### config.mk
export PLATFORM = sky130hd
export DESIGN_NAME = uart_receiver
export DESIGN_NICKNAME = d
export VERILOG_FILES = /design/src/rtl/uart_receiver.sv
export SDC_FILE = /design/constraint.sdc
export NUM_CORES = 1
export LEC_CHECK = 0
export BUFFER_PORTS_ARGS = -buffer_cell sky130_fd_sc_hd__buf_2
export CORE_MARGIN = 5
export CORE_UTILIZATION = 58
export CTS_CLUSTER_SIZE = 10
export DETAILED_ROUTE_END_ITERATION = 10
export PLACE_DENSITY = 0.78
export SYNTH_ARGS = -nofsm -noshare
export SYNTH_HDL_FRONTEND = slang
export SYNTH_SLANG_ARGS = --single-unit
### constraint.sdc
create_clock -name clock -period 2.75 [get_ports clock]
set_input_delay 0.275 -clock clock [delete_from_list [all_inputs] [get_ports clock]]
set_output_delay 0.275 -clock clock [all_outputs]
set_load 0.02 [all_outputs]
### src/rtl/uart_receiver.sv
// uart_receiver
// Serial-to-parallel UART receive stage for 8N1 frames (LSB first, idle high).
// RxD is brought into the clock domain by a two-flop synchroniser. Each bit is
// sampled at mid-period, and the completed byte is held in a one-entry output
// register.
//
// Ports:
//   clock          system clock, rising edge
//   reset          asynchronous, active-low reset
//   RxD            serial line, asynchronous to clock, idle high
//   data[7:0]      received byte, stable while data_valid = 1
//   data_valid     byte available, held until accepted
//   data_ready     consumer accepts the byte on an edge where data_valid is also high
//   busy           high whenever the receiver is not idle
//   framing_error  one-cycle pulse: the stop bit was sampled low
//   overrun        one-cycle pulse: a completed byte was dropped because the
//                  output register was still full
//
// Handshake: a byte transfers on every rising edge where data_valid and
// data_ready are both high. data_valid stays high, and data stays stable, until
// that happens. If a new byte completes on the same edge that the old byte is
// accepted, the new byte replaces the old one and data_valid stays high.
module uart_receiver #(
    parameter int CLKS_PER_BIT = 10416
) (
    input  logic       clock,
    input  logic       reset,
    input  logic       RxD,
    output logic [7:0] data,
    output logic       data_valid,
    input  logic       data_ready,
    output logic       busy,
    output logic       framing_error,
    output logic       overrun
);

    localparam int CNT_W = $clog2(CLKS_PER_BIT);
    localparam logic [CNT_W-1:0] HALF_CNT = CNT_W'(CLKS_PER_BIT / 2 - 1);
    localparam logic [CNT_W-1:0] FULL_CNT = CNT_W'(CLKS_PER_BIT - 1);

    typedef enum logic [2:0] {
        IDLE      = 3'd0,
        START     = 3'd1,
        DATA      = 3'd2,
        STOP      = 3'd3,
        WAIT_HIGH = 3'd4
    } state_t;

    state_t           state_q, state_d;
    logic             sync1_q, sync1_d;
    logic             sync2_q, sync2_d;
    logic [CNT_W-1:0] cnt_q, cnt_d;
    logic [2:0]       bit_idx_q, bit_idx_d;
    logic [7:0]       shift_q, shift_d;
    logic [7:0]       data_q, data_d;
    logic             data_valid_q, data_valid_d;
    logic             framing_error_q, framing_error_d;
    logic             overrun_q, overrun_d;

    // Strobes raised by the next-state logic on the stop-sample cycle.
    logic             frame_done;
    logic             stop_bad;
    logic             rx_s;

    assign rx_s = sync2_q;

    // State register and datapath flops.
    always_ff @(posedge clock or negedge reset) begin
        if (!reset) begin
            state_q         <= IDLE;
            sync1_q         <= 1'b1;
            sync2_q         <= 1'b1;
            cnt_q           <= '0;
            bit_idx_q       <= '0;
            shift_q         <= '0;
            data_q          <= '0;
            data_valid_q    <= 1'b0;
            framing_error_q <= 1'b0;
            overrun_q       <= 1'b0;
        end else begin
            state_q         <= state_d;
            sync1_q         <= sync1_d;
            sync2_q         <= sync2_d;
            cnt_q           <= cnt_d;
            bit_idx_q       <= bit_idx_d;
            shift_q         <= shift_d;
            data_q          <= data_d;
            data_valid_q    <= data_valid_d;
            framing_error_q <= framing_error_d;
            overrun_q       <= overrun_d;
        end
    end

    // Next-state and bit-timing logic.
    always_comb begin
        sync1_d    = RxD;
        sync2_d    = sync1_q;
        state_d    = state_q;
        cnt_d      = cnt_q;
        bit_idx_d  = bit_idx_q;
        shift_d    = shift_q;
        frame_done = 1'b0;
        stop_bad   = 1'b0;
        case (state_q)
            IDLE: begin
                cnt_d = '0;
                if (!rx_s) state_d = START;
            end
            START: begin
                // A half-period wait lands the remaining samples mid-bit. A line
                // that is high again here was only a glitch.
                if (cnt_q == HALF_CNT) begin
                    cnt_d     = '0;
                    bit_idx_d = '0;
                    state_d   = rx_s ? IDLE : DATA;
                end else begin
                    cnt_d = cnt_q + CNT_W'(1);
                end
            end
            DATA: begin
                if (cnt_q == FULL_CNT) begin
                    cnt_d   = '0;
                    // LSB arrives first, so shifting right leaves it in bit 0.
                    shift_d = {rx_s, shift_q[7:1]};
                    if (bit_idx_q == 3'd7) state_d = STOP;
                    else                   bit_idx_d = bit_idx_q + 3'd1;
                end else begin
                    cnt_d = cnt_q + CNT_W'(1);
                end
            end
            STOP: begin
                if (cnt_q == FULL_CNT) begin
                    cnt_d = '0;
                    if (rx_s) begin
                        frame_done = 1'b1;
                        state_d    = IDLE;
                    end else begin
                        stop_bad = 1'b1;
                        state_d  = WAIT_HIGH;
                    end
                end else begin
                    cnt_d = cnt_q + CNT_W'(1);
                end
            end
            WAIT_HIGH: begin
                // Hold off until the line returns high. Otherwise a break
                // condition would look like a stream of start bits.
                cnt_d = '0;
                if (rx_s) state_d = IDLE;
            end
            default: state_d = IDLE;
        endcase
    end

    // Output register and delivery rule.
    always_comb begin
        data_d          = data_q;
        data_valid_d    = data_valid_q;
        framing_error_d = stop_bad;
        overrun_d       = 1'b0;
        if (frame_done) begin
            if (!data_valid_q || data_ready) begin
                data_d       = shift_q;
                data_valid_d = 1'b1;
            end else begin
                overrun_d = 1'b1;
            end
        end else if (data_valid_q && data_ready) begin
            data_valid_d = 1'b0;
        end
    end

    // Output logic.
    always_comb begin
        busy          = (state_q != IDLE);
        data          = data_q;
        data_valid    = data_valid_q;
        framing_error = framing_error_q;
        overrun       = overrun_q;
    end

endmodule

# [Word-level counts from Yosys, hierarchy flattened]
# Cells that the tools add are included.
[word_totals] input_bits=4 output_inout_bits=12 ff_bits=41 latch_bits=0 mem_bits_rw=0 mem_bits_ro=0 mem_count=0 wordCells=69
[op_classes] magnitude_cmp=0 eq_ne=15 n_shift=0 n_reduce_logical=15 n_bitwise=0 mux=27 div=0 multipliers=0 n_addsub=2
[ops] cell="$pmux 14 s3" count=1
[ops] cell="$mux 3" count=10
[ops] cell="$mux 14" count=2
[ops] cell="$pmux 3 s5" count=1
[ops] cell="$add 14x1->14 const B" count=1
[ops] cell="$eq 14x13->1 const B" count=1
[ops] cell="$eq 14x14->1 const B" count=1
[ops] cell="$ne 2x2->1 const B" count=7
[ops] cell="$mux 1" count=11
[ops] cell="$eq 3x2->1 const B" count=2
[ops] cell="$eq 3x3->1 const B" count=2
[ops] cell="$pmux 3 s2" count=1
[ops] cell="$reduce_and 2->1" count=3
[ops] cell="$reduce_and 6->1" count=1
[ops] cell="$reduce_bool 3->1" count=2
[ops] cell="$reduce_and 4->1" count=1
[ops] cell="$reduce_bool 2->1" count=2
[ops] cell="$reduce_or 2->1" count=2
[ops] cell="$add 3x1->3 const B" count=1
[ops] cell="$eq 3x1->1 const B" count=1
[ops] cell="$logic_not 3->1" count=1
[ops] cell="$mux 2" count=1
[ops] cell="$ne 2x1->1 const B" count=1
[ops] cell="$logic_and 1x1->1" count=1
[ops] cell="2 further kinds" count=2

# [Depth between registers and ports, before layout]
[depth] depth_word=5 ltp_mapped=7 mapped_depth_nobuf=7

# [Least setup slack after synthesis]
# No wires, ideal clock.
[synth_timing] path_type="register to register" from="reg bit_idx_q[0]" to="reg bit_idx_q[1]" t_arrival_ps=2102 period_less_slack_ps=2227 setup_time_ps=125 slack_ps=523 stages_incl_launch_ff=8 t_required_ps=2625 n_path_buf=0 path_cell_list="dfrtp_1 > ha_1 > ha_1 > nand2b_1 > or3_2 > or4_4 > o31ai_4 > mux2_4"
[synth_via] elab_chain_cells=4 elab_cells_between_ends=7 classes_between="add/sub: 1; eq/ne: 2; mux: 3; reduce/logical: 1"
[synth_lines] element="start: declaration" line="53" text="logic [2:0] bit_idx_q, bit_idx_d;"
[synth_lines] element="start signal: assignment" line="85" text="bit_idx_q <= bit_idx_d;"
[synth_lines] element="$add 3x1->3" line="126" text="else bit_idx_d = bit_idx_q + 3'd1;"
[synth_lines] element="$mux 3" line="125" text="if (bit_idx_q == 3'd7) state_d = STOP;"
[synth_lines] element="$mux 3" line="121" text="if (cnt_q == FULL_CNT) begin"
[synth_lines] element="$pmux 3 s2" line="104" text="case (state_q)"
# Several ways; a longest one is shown, not always the timed one. The select of a mux whose other input is x is not followed.
# A chain may end at the register's enable or synchronous reset.

# [Final worst setup path]
# Ends and elaborated chain as after synthesis.

==> impl_metrics.json <==
{
  "seq_area_um2": 1028,
  "root_buffer": "clkbuf_4",
  "synth-compound-area-share": 0.07058,
  "syn_area_per_cell_um2": 11.71,
  "multi_input_area_um2": 925.9,
  "cp.required_ns": 3.00,
  "switching_share": 0.1976,
  "intPower_mw": 0.8944,
  "coreArea_um2": 3337,
  "start_util": 0.6003,
  "wire_per_inst_um": 15.23,
  "max_cap_viol_count": 0,
  "io_pins": 16,
  "r2r-start": "bit_idx_q[0]$_DFFE_PN0P_",
  "synth_most_common_cell": "dfrtp_1",
  "wl_met2_mm": 1.858,
  "syn_nets": 178,
  "grt_first_pass_wirelength_mm": 6.154,
  "grt_pass1_vias": 1363,
  "antenna_found_initial": 0,
  "period_minus_slack_ns": 2.376,
  "maxSlewViolCount": 0,
  "dp_hpwl_mm": 2.562,
  "finClkSkew_ns": 0.01287,
  "die_h_um": 68.77,
  "cts_made_buffers": 5,
  "clock_sinks": 41,
  "route.met3.wl_um": 145,
  "grt_use_total": 0.1813,
  "gp_congestion": 0.7937,
  "post-route-period-util": 0.8639,
  "fillers": 267,
  "place_area_um2": 2098,
  "synth_common_cells": "dfrtp_1 (39), mux2_2 (18), nor2_1 (17)",
  "setup_violations": 0,
  "start_kind": "register",
  "crit_fanout": 3,
  "die_area_um2": 4729,
  "nets": 196,
  "synth_edf_count": 0,
  "p_seq_frac": 0.544,
  "worst-r2r-setup-slack_ns": 0.37,
  "clockPowerShare": 0.442,
  "arrival_ns": 2.62,
  "n_antenna_cell": 0,
  "synth.distinct_cells": 49,
  "yosys.area_share.xor_xnor": 0.03061,
  "drt_wl_total_mm": 3.594,
  "clkTransAtPathRegs_ns": 0.13,
  "layout-drive-gt1-share": 0.3105,
  "setup-tns-final_ns": 0,
  "tritoncts": "built",
  "insertion_delay_ns": 0.36,
  "grt.overflow.total": 0,
  "status": "completed",
  "drt_iter0_markers": 67,
  "wl_met1_mm": 1.521,
  "ys_seq_area_frac": 0.5134,
  "die_w_um": 68.77,
  "hold_viol": 0,
  "h-tree-depth": 2,
  "ys.flop_type": "dfrtp_1",
  "routed_via_density": 5.720,
  "leakagePower_nw": 1.081,
  "vias": 1350,
  "r2r-end": "bit_idx_q[1]$_DFFE_PN0P_",
  "synthMuxAreaShare": 0.1262,
  "drc_errors": 0,
  "setup.worst_path.end": "bit_idx_q[1]$_DFFE_PN0P_",
  "relSlewSlack": 0.4255,
  "p_per_area_nw_per_um2": 503.4,
  "cts_buffer_depth": 2,
  "hold_class": "input port to asynchronous set/reset pin",
  "drt_pass1_iterations": 4,
  "synth_top_cell_by_area": "dfrtp_1",
  "worst_pin_slew_ns": 0.8617,
  "synth_area_leaders": "dfrtp_1 (49%), mux2_2 (10%), nor2_1 (3.2%)",
  "async_reset_ff_frac": 1.000,
  "peakVddDrop_v": 0.0003103,
  "worstRegToRegCells": 7,
  "post_cts_buffers": 0,
  "final_cell_area_um2": 2215,
  "synthCells": 171,
  "grt_start_max_net_pins": 42,
  "startpoint": "bit_idx_q[0]$_DFFE_PN0P_",
  "io_buffer_count": 15,
  "highest_layer": "met4",
  "critPathKind": "register to register",
  "rsz0062_at_grt": "no",
  "rows": 21,
  "postRouteAntennaNets": 0,
  "pwr-share-comb": 0.014,
  "synth_top_family_by_area": "simple AND/OR/NAND/NOR gates",
  "syn_to_final_growth_pct": 10.56,
  "syn-cell-area_um2": 2003,
  "yosys_warnings": 0,
  "final_util": 0.6637,
  "synth-seq-cells": 41,
  "synth_simple_gate_area_frac": 0.2161,
  "cp-end-kind": "register",
  "p_sw_mw": 0.2203,
  "fmax_ghz": 0.4209,
  "synth_fa_ha_area_frac": 0.01874,
  "yosysTopAreaCellShare": 0.4872
}
-- worst min-delay path by stage --
stage                                 start                        to  cells past startpoint  slack, ns
after floorplan                       reset  bit_idx_q[0]$_DFFE_PN0P_                      0      -0.02
after global placement    sync1_q$_DFF_PN1_            rx_s$_DFF_PN1_                      0       0.35
after CTS                             reset  bit_idx_q[2]$_DFFE_PN0P_                      1       0.05
after detailed placement  sync1_q$_DFF_PN1_            rx_s$_DFF_PN1_                      0       0.35
final                                 reset       data[0]$_DFFE_PN0P_                      1       0.01
after global routing                  reset  bit_idx_q[2]$_DFFE_PN0P_                      1       0.08
-- registers in the layout, summed over array words and instances (netlist names) --
name           cells
sync1_q            1
data_valid         1
rx_s               1
overrun            1
bit_idx_q          3
cnt_q             14
shift_q            8
state_q            3
data               8
framing_error      1
-- critical path, stage by stage (launching register included) --
cell,delay [ns]
dfrtp_1,0.42
ha_1,0.21
ha_1,0.18
nand2b_1,0.16
or3_2,0.43
or4_4,0.45
o31ai_4,0.10
mux2_4,0.33
-- cell type report --
| type | instances | area share |
|---|---|---|
| sequential | 41 | 0.4644 |
| inverter | 1 | 0.001695 |
| tap | 46 | 0.02599 |
| multi-input combinational | 123 | 0.4181 |
| clock inverter | 3 | 0.03107 |
| clock buffer | 5 | 0.01695 |
| timing repair buffer | 17 | 0.04181 |
-- metal layers --
metal,up-vias,track usage
met5,-,0
met1,659,0.2021
met4,0,0.08273
met3,8,0.04862
met2,26,0.3206
li1,657,-
-- kinds of logic after synthesis --
group,after synthesis
and+or+nand+nor,71
xor gates and xnor gates,7
AOI/OAI and AO/OA,20
adders and majority gates,3
muxes,22
DFF,41
buffers and inverters,7
-- stage by stage --
stage,cells,hold WS [ns],power [mW],setup slack [ns]
floorplan,171,-0.02059,0.6193,0.5226
global placement,227,0.3533,0.6327,0.4785
detailed placement,227,0.3491,0.6334,0.4045
CTS,236,0.04676,1.121,0.3702
global route,236,0.07816,1.160,0.3239
finish,236,0.01228,1.115,0.3743
-- cells in the final DEF (no fill, tap or decap), types with 2 or more instances in the layout --
| cell type | synthesis | layout |
|---|---|---|
| a21o_1 | 2 | 2 |
| a21oi_1 | 4 | 4 |
| a22o_1 | 2 | 2 |
| and3_2 | 2 | 2 |
| and4_1 | 2 | 2 |
| buf_2 | 0 | 15 |
| bufinv_16 | 0 | 2 |
| clkbuf_4 | 0 | 5 |
| dfrtp_1 | 39 | 39 |
| dfstp_2 | 2 | 2 |
| ha_1 | 3 | 3 |
| mux2_2 | 18 | 18 |
| mux2_4 | 2 | 2 |
| mux2i_1 | 2 | 2 |
| nand2_1 | 13 | 13 |
| nand2b_1 | 2 | 2 |
| nand3_1 | 4 | 4 |
| nand3b_1 | 2 | 2 |
| nand4_1 | 4 | 4 |
| nand4b_1 | 2 | 2 |
| nor2_1 | 17 | 17 |
| nor2b_1 | 2 | 2 |
| nor3_1 | 2 | 2 |
| nor4b_1 | 2 | 2 |
| o21ai_0 | 7 | 7 |
| or3_1 | 2 | 2 |
| or3_2 | 2 | 2 |
| xnor2_1 | 3 | 3 |
| xor2_1 | 4 | 4 |
-- what timing repair did --
item / 4_1_cts / 5_1_grt
hold buffers: 1 / 0
hold endpoints to repair: 1 / 0
gates resized for setup: 0 / 0
setup endpoints to repair: 0 / 0
-- power groups by stage --
stage | Combinational (mW) | Sequential (mW) | Clock, mW
2_1_floorplan | 0.00124 | 0.618 | 0
3_3_place_gp | 0.0143 | 0.618 | 0
3_5_place_dp | 0.0150 | 0.618 | 0
4_1_cts | 0.0162 | 0.607 | 0.498
5_1_grt | 0.0187 | 0.608 | 0.534
6_report | 0.0150 | 0.607 | 0.493
No activity file was read; power rests on OpenSTA's default activity.
